**src/rtl/io_map_pkg.sv**
```systemverilog
// io_map_pkg: IO window base, register offsets and UART state encoding
package io_map_pkg;
    localparam logic [15:0] IO_BASE       = 16'hBFD0;
    localparam logic [15:0] OFF_LED       = 16'hF000;
    localparam logic [15:0] OFF_SEG       = 16'hF004;
    localparam logic [15:0] OFF_SW        = 16'hF008;
    localparam logic [15:0] OFF_TIMER     = 16'hF00C;
    localparam logic [15:0] OFF_UART_TX   = 16'hF010;
    localparam logic [15:0] OFF_UART_STAT = 16'hF014;
    typedef enum logic [1:0] {ST_IDLE, ST_START, ST_DATA, ST_STOP} uart_state_t;
endpackage

```
**src/rtl/uart_tx_core.sv**
```systemverilog
// uart_tx_core: 8N1 transmitter, start is ignored while a frame is in flight
module uart_tx_core
    import io_map_pkg::*;
#(
    parameter int CLKS_PER_BIT = 868
) (
    input  logic       clk,
    input  logic       rst_n,
    input  logic       start,
    input  logic [7:0] data,
    output logic       busy,
    output logic       txd
);
    localparam int CW = $clog2(CLKS_PER_BIT);
    uart_state_t state;
    logic [CW-1:0] cnt;
    logic [2:0] bit_idx;
    logic [7:0] shr;
    logic last;
    assign last = cnt == CW'(CLKS_PER_BIT - 1);
    assign busy = state != ST_IDLE;
    assign txd  = state == ST_START ? 1'b0 : state == ST_DATA ? shr[bit_idx] : 1'b1;
    always_ff @(posedge clk) begin
        if (!rst_n) begin
            state   <= ST_IDLE;
            cnt     <= '0;
            bit_idx <= '0;
            shr     <= '0;
        end else begin
            cnt <= (state == ST_IDLE || last) ? '0 : cnt + 1'b1;
            case (state)
                ST_IDLE: if (start) begin
                    state <= ST_START;
                    shr   <= data;
                end
                ST_START: if (last) begin
                    state   <= ST_DATA;
                    bit_idx <= '0;
                end
                ST_DATA: if (last) begin
                    bit_idx <= bit_idx + 3'd1;
                    if (bit_idx == 3'd7) state <= ST_STOP;
                end
                ST_STOP: if (last) state <= ST_IDLE;
            endcase
        end
    end
endmodule

```
**src/rtl/io_dev.sv**
```systemverilog
// io_dev: zero-wait IO bus responder with LED, 7-seg, switches, timer and UART TX
module io_dev
    import io_map_pkg::*;
#(
    parameter int CLKS_PER_BIT = 868,
    parameter int LED_W        = 16,
    parameter int SW_W         = 16
) (
    input  logic             clk,
    input  logic             rst_n,
    input  logic             io_ce,
    input  logic             io_we,
    input  logic [31:0]      io_addr,
    input  logic [31:0]      io_din,
    output logic [31:0]      io_dout,
    input  logic [SW_W-1:0]  sw,
    output logic [LED_W-1:0] led,
    output logic [31:0]      seg,
    output logic             uart_txd
);
    logic [15:0] off;
    logic hit, wr, rd, busy, unused_addr;
    logic [31:0] timer, rd_val;
    logic [SW_W-1:0] sw_q1, sw_q2;
    assign off         = {io_addr[15:2], 2'b00};
    assign unused_addr = ^io_addr[1:0];
    assign hit         = io_ce && io_addr[31:16] == IO_BASE;
    assign wr          = hit && io_we;
    assign rd          = hit && !io_we;
    always_ff @(posedge clk) begin
        if (!rst_n) begin
            led   <= '0;
            seg   <= '0;
            timer <= '0;
            sw_q1 <= '0;
            sw_q2 <= '0;
        end else begin
            if (wr && off == OFF_LED) led <= io_din[LED_W-1:0];
            if (wr && off == OFF_SEG) seg <= io_din;
            timer <= (wr && off == OFF_TIMER) ? io_din : timer + 32'd1;
            sw_q1 <= sw;
            sw_q2 <= sw_q1;
        end
    end
    always_comb
        rd_val = off == OFF_LED       ? 32'(led)    :
                 off == OFF_SEG       ? seg         :
                 off == OFF_SW        ? 32'(sw_q2)  :
                 off == OFF_TIMER     ? timer       :
                 off == OFF_UART_STAT ? {31'd0, busy} : 32'd0;
    assign io_dout = rd ? rd_val : 32'd0;
    uart_tx_core #(.CLKS_PER_BIT(CLKS_PER_BIT)) u_uart (
        .clk  (clk),
        .rst_n(rst_n),
        .start(wr && off == OFF_UART_TX),
        .data (io_din[7:0]),
        .busy (busy),
        .txd  (uart_txd)
    );
endmodule

```
**config.mk**
```make
export PLATFORM = sky130hd
export DESIGN_NAME = io_dev
export DESIGN_NICKNAME = d
export VERILOG_FILES = /design/src/rtl/io_map_pkg.sv /design/src/rtl/uart_tx_core.sv /design/src/rtl/io_dev.sv
export SDC_FILE = /design/constraint.sdc
export NUM_CORES = 1
export LEC_CHECK = 0
export CORE_ASPECT_RATIO = 0.6
export CORE_UTILIZATION = 23
export CTS_CLUSTER_SIZE = 8
export DETAILED_ROUTE_END_ITERATION = 8
export GPL_TIMING_DRIVEN = 0
export PLACE_DENSITY = 0.46
export SLEW_MARGIN = 20
export SYNTH_ARGS = -nofsm -noshare
export SYNTH_HDL_FRONTEND = slang
export SYNTH_SLANG_ARGS = --single-unit
```
**constraint.sdc**
```tcl
create_clock -name clk -period 5.7 [get_ports clk]
set_clock_uncertainty 0.05 [all_clocks]
set_input_delay 1.71 -clock clk [delete_from_list [all_inputs] [get_ports clk]]
set_output_delay 1.71 -clock clk [all_outputs]
set_load 0.005 [all_outputs]
```
Word-level counts from Yosys, hierarchy flattened
Index checks and enable logic that the tools add are counted.

cells by class
  add/sub/neg operators = 3
  multipliers = 0
  divide/modulo/power cells = 0
  order comparisons = 1
  eq/ne operators = 17
  shifts and indexed selects = 0
  mux-type cells = 20
  bitwise gates (word level) = 1
  reductions and logical operators = 16

operator list
  kind                                                 count
  2-to-1 mux 32 bit                                    6
  equality test 14 bit, second input constant          6
  adder 32 x 1 -> 32 bit, second input constant        1
  equality test 16 bit, second input constant          1
  adder 10 x 1 -> 10 bit, second input constant        1
  equality test 10 bit, second input constant          1
  2-to-1 mux 2 bit                                     5
  != test 2 x 1 -> 1 bit, second input constant        4
  case mux 2 bit (4 select lines)                      1
  logical AND 1 bit                                    7
  2-to-1 mux 3 bit                                     2
  case mux 3 bit (2 select lines)                      1
  AND reduction 5 bit                                  1
  equality test 2 bit, second input constant           2
  < comparator 3 x 4 -> 1 bit, second input constant   1
  2-to-1 mux 1 bit                                     4
  nonzero test 2 bit                                   2
  adder 3 x 1 -> 3 bit, second input constant          1
  binary-select mux 1 bit (select 3 bit)               1
  equality test 3 bit, second input constant           1
  AND reduction 3 bit                                  1
  equality test 2 x 1 -> 1 bit, second input constant  1
  zero test 2 bit                                      1
  != test 2 bit, second input constant                 1
  5 further kinds                                      5

storage, ports and cells
  flip-flop bits (word level) = 135
  latch bits = 0
  memory bits (writable) = 0
  ROM bits = 0
  logic and storage cells = 67
  memories kept = 0

Logic depth before layout (Yosys ltp)
Gate-level depths: netlist (run 1).

  word-level depth = 7
  depth in mapped cells = 7
  mapped depth without buffers = 6

Cells and area by module
A second synthesis (run 1) with hierarchy kept.

second synthesis, totals
  cell total of the unflattened synthesis = 731
  area total of the unflattened synthesis = 6358.6 µm²

by module, submodules not included
  module        instances  cells each  area an instance (µm²)  sequential area each (µm²)
  io_dev        1          607         5266.3                  2242.2
  uart_tx_core  1          124         1092.3                  460.4

Least setup slack after synthesis (run 1)
Ideal clock, no wire load.

  kind = input -> output
  start point = input io_addr[6]
  end point = output io_dout[12]
  arrival time = 3410 ps
  required time = 3940 ps
  setup slack = 530 ps
  cell stages on the path = 7
  path through = or3_1 -> nor4_4 -> and2_1 -> clkbuf_1 -> clkbuf_1 -> a22oi_1 -> a21oi_1

on the way
  word-level cells in the longest chain between the ends = 6
  elaborated cells between the ends (all ways) = 9
  those cells by class = eq/ne (4); mux (5)

ends and longest elaborated chain
  element                RTL line      text
  start: declaration     io_dev.sv:13  input logic [31:0] io_addr,
  equality test 14 bit   io_dev.sv:49  off == OFF_TIMER ? timer :
  2-to-1 mux 32 bit      io_dev.sv:49
  2-to-1 mux 32 bit      io_dev.sv:48  off == OFF_SW ? 32'(sw_q2) :
  2-to-1 mux 32 bit      io_dev.sv:47  off == OFF_SEG ? seg :
  2-to-1 mux 32 bit (*)  io_dev.sv:46  rd_val = off == OFF_LED ? 32'(led) :
  2-to-1 mux 32 bit (*)  io_dev.sv:51  assign io_dout = rd ? rd_val : 32'd0;
  end: declaration       io_dev.sv:15  output logic [31:0] io_dout,

Every way passes the cells marked *; elsewhere a longest branch is shown, timed or not.

Worst setup path after layout (run 1)
  start point = input io_addr[7]
  end point = output io_dout[10]

Same word-level chain as after synthesis.

==> results.json, run 1 <==
{
  "async_flop_share_pct": 0,
  "clk_pin_slew_worst_paths_ns": 0.06,
  "clock_latency_ns": 0.43,
  "layout_worst_path_cycle_share_pct": 99.29,
  "yosys_warnings": 0,
  "ir_drop_mv": 0.1560,
  "p_leak_nw": 3.527,
  "grt_util_met3_pct": 4.033,
  "use_met1_pct": 25.66,
  "p_sw_uw": 486.2,
  "drt_iter0_drc": 314,
  "avgSynthCellArea_um2": 8.962,
  "die-area_um2": 27960,
  "cp_slowest_cell": "or4_4",
  "worst_slew_margin_rel_pct": 50.96,
  "num_io_pins": 165,
  "synth_top_cell_area_share_pct": 43.08,
  "vias": 5844,
  "path_cells": "clkdlybuf4s50_1 > nand4bb_4 > or4_4 > nor3b_4 > buf_4 > buf_6 > a22oi_1 > a21oi_1 > dlygate4sd2_1",
  "hold_violations": 0,
  "cts_num_sinks": 135,
  "p_int_mw": 1.716,
  "r2r_cells": 6,
  "ys.flop_type": "dfxtp_1",
  "syn_area_um2": 6274,
  "grtUsageTotal_pct": 16.54,
  "swShare_pct": 22.08,
  "syn_inst": 700,
  "p_seq_share_pct": 43.7,
  "crit_arrival_ns": 3.90,
  "layoutNonFillerInstCount": 1284,
  "postRouteAntennaNets": 0,
  "r2r_slack_ns": 3.23,
  "die_x_um": 215.2,
  "combinationalPowerShare_pct": 6.0,
  "cts_hold_buffers": 0,
  "drtPass1Iterations": 5,
  "fmax_mhz": 176.7,
  "num_rows": 46,
  "vias_per_cell": 4.551,
  "syn_nets": 792,
  "cts-root-buf": "clkbuf_16",
  "placed_cells": 1221,
  "busiest_layer": "met1",
  "grt_pass1_wl_um": 34230,
  "crit_start": "io_addr[7]",
  "setup_tns_ns": 0,
  "fin_nets": 1002,
  "synth_top_area_cell": "dfxtp_1",
  "final_layout_size_suffix_gt1_share_pct": 14.84,
  "synth_cell_types": 47,
  "synth_area_leaders": "dfxtp_1, nand2_1, mux2i_1",
  "ys_seq_area_share_pct": 43.08,
  "start_util_pct": 23.59,
  "reg2reg_from": "u_uart.cnt[0]",
  "worst_setup_path_start_kind": "input port",
  "pwr_density_cell_nw_per_um2": 235.9,
  "cts_tree": "built",
  "wirelength_um": 23010,
  "hpwl_um": 16970,
  "grt_start_max_net_pins": 17,
  "synthTopCellsByCount": "dfxtp_1, nand2_1, nor2_1, and2_1",
  "synth-edff-count": 0,
  "overflow": 0,
  "yosysMostFrequentCell": "dfxtp_1",
  "crit_path_end_kind": "primary output",
  "cp.required_ns": 3.94,
  "maxCapViolations": 0,
  "grt_antenna_before_repair": 1,
  "core_um2": 26590,
  "synth_seq_cells": 135,
  "setup_viol": 0,
  "path_max_fanout": 4,
  "syn_to_final_growth_pct": 48.80,
  "drc": 0,
  "die_h_um": 129.9,
  "htreeDepth": 4,
  "numCtsBuffers": 17,
  "pwr-share-clk_pct": 50.4,
  "grtUsageMet2_pct": 21.80,
  "io_buffers": 161,
  "status": "finished clean",
  "rsz0062_at_grt": "true",
  "hold_class": "reg2reg",
  "grt_pass1_vias": 5554,
  "wl_per_cell_um": 17.92,
  "criticalPathCategory": "in2out",
  "finalCriticalPeriod_ns": 5.659,
  "cts.path.max_buffers": 2,
  "tightestPinTransition_ns": 0.7356,
  "max_stage_delay_ns": 0.59,
  "reg2reg_to": "u_uart.cnt[9]",
  "drv_slew": 0,
  "gp_congestion": 0.7997,
  "endpoint": "io_dout[10]"
}
metrics by stage:
step	util, %	area (um^2)	hold WS [ns]	setup WS, ns	total power, mW
after detailed placement	31.35	8335	0.3706	-1.158	1.109
after floorplan	-	6274	0.3619	0.5298	1.019
final	35.11	9335	0.3785	0.04057	2.202
after global placement	31.35	8335	0.3676	-1.173	1.110
after global routing	35.10	9333	0.3978	-0.04106	2.281
after CTS	35.03	9315	0.3860	-0.08498	2.226
power by group through the flow:
| stage | sequential (mW) | clock, mW | combinational [mW] |
|---|---|---|---|
| final | 0.961 | 1.11 | 0.132 |
| after floorplan | 0.980 | 0 | 0.0396 |
| after global placement | 0.982 | 0 | 0.128 |
| after global routing | 0.962 | 1.18 | 0.142 |
| after detailed placement | 0.982 | 0 | 0.127 |
| after CTS | 0.961 | 1.13 | 0.133 |
how the worst min path moves through the flow:
stage	from	to	slack (ns)	cells past startpoint
after detailed placement	sw_q1[13]	sw_q2[13]	0.37	1
after floorplan	sw_q1[0]	sw_q2[0]	0.36	1
after global placement	sw_q1[15]	sw_q2[15]	0.37	1
after global routing	sw_q1[4]	sw_q2[4]	0.40	1
after CTS	sw_q1[5]	sw_q2[5]	0.39	1
final	sw_q1[5]	sw_q2[5]	0.38	1
area by class of cell:
class | count | area (um^2)
fill | 2766 | 17260
multi-input combinational | 508 | 3497
sequential | 135 | 2703
timing repair buffer | 193 | 1808
clock buffer | 24 | 491.7
tap | 360 | 450.4
buffer | 41 | 235.2
clock inverter | 8 | 95.09
inverter | 14 | 52.55
antenna | 1 | 2.502
critical path, delay by kind of cell:
kind                   cells  cell delay [ns]
and+or+nand+nor            3             1.08
AOI/OAI and AO/OA          2             0.21
buffers and inverters      4             0.89
state kept, by name, summed over array words and instances, names as in the netlist:
signal          count
seg                32
sw_q2              16
timer              32
u_uart.state        2
u_uart.shr          8
led                16
u_uart.bit_idx      3
u_uart.cnt         10
sw_q1              16
cells by family (layout without fill, tap and decap cells):
| group | after synthesis | count (layout) | synth area share [%] |
|---|---|---|---|
| AO/OA/AOI/OAI | 147 | 147 | 16.02 |
| XOR/XNOR | 38 | 38 | 5.305 |
| adder cells (fa/ha/maj) | 8 | 8 | 1.596 |
| buffers and inverters | 57 | 280 | 3.969 |
| flip-flops | 135 | 135 | 43.08 |
| multiplexers | 37 | 37 | 6.322 |
| other | 0 | 1 | 0 |
| AND/OR/NAND/NOR | 278 | 278 | 23.71 |
what timing repair did:
item,4_1_cts,5_1_grt
pin swaps,25,10
buffers inserted,25,7
resized for setup,119,27
endpoints found under the setup margin,32,21
gates cloned,1,0
routing by layer:
layer | share of wire, % | up-vias
li1 | - | 2888
met1 | 56 | 2758
met2 | 38 | 179
met3 | 5.3 | 19
met4 | 1.2 | 0
met5 | 0 | -
cells in the final DEF, fill, tap and decap left out, drive strengths merged, types with 5 or more instances in the layout:
cell / count
clkbuf: 60
clkdlybuf4s50: 122
o211a: 12
a21boi: 33
ha: 8
xnor2: 33
o22ai: 7
dlygate4sd2: 18
xor2: 5
nand2: 92
and2: 35
a22oi: 34
mux2i: 34
inv: 14
o21ai: 21
buf: 53
nand4: 12
a21oi: 29
nor2b: 28
nor4: 15
nand3: 20
nor3: 10
dfxtp: 135
a211oi: 7
nor2: 43
Power figures use the tool's default switching activity.
==> inputs of run 2 (changes only) <==
- CAP_MARGIN: not set -> 20
==> results of run 2 <==
Final layout, timing and power as in run 1 (identical DEF).
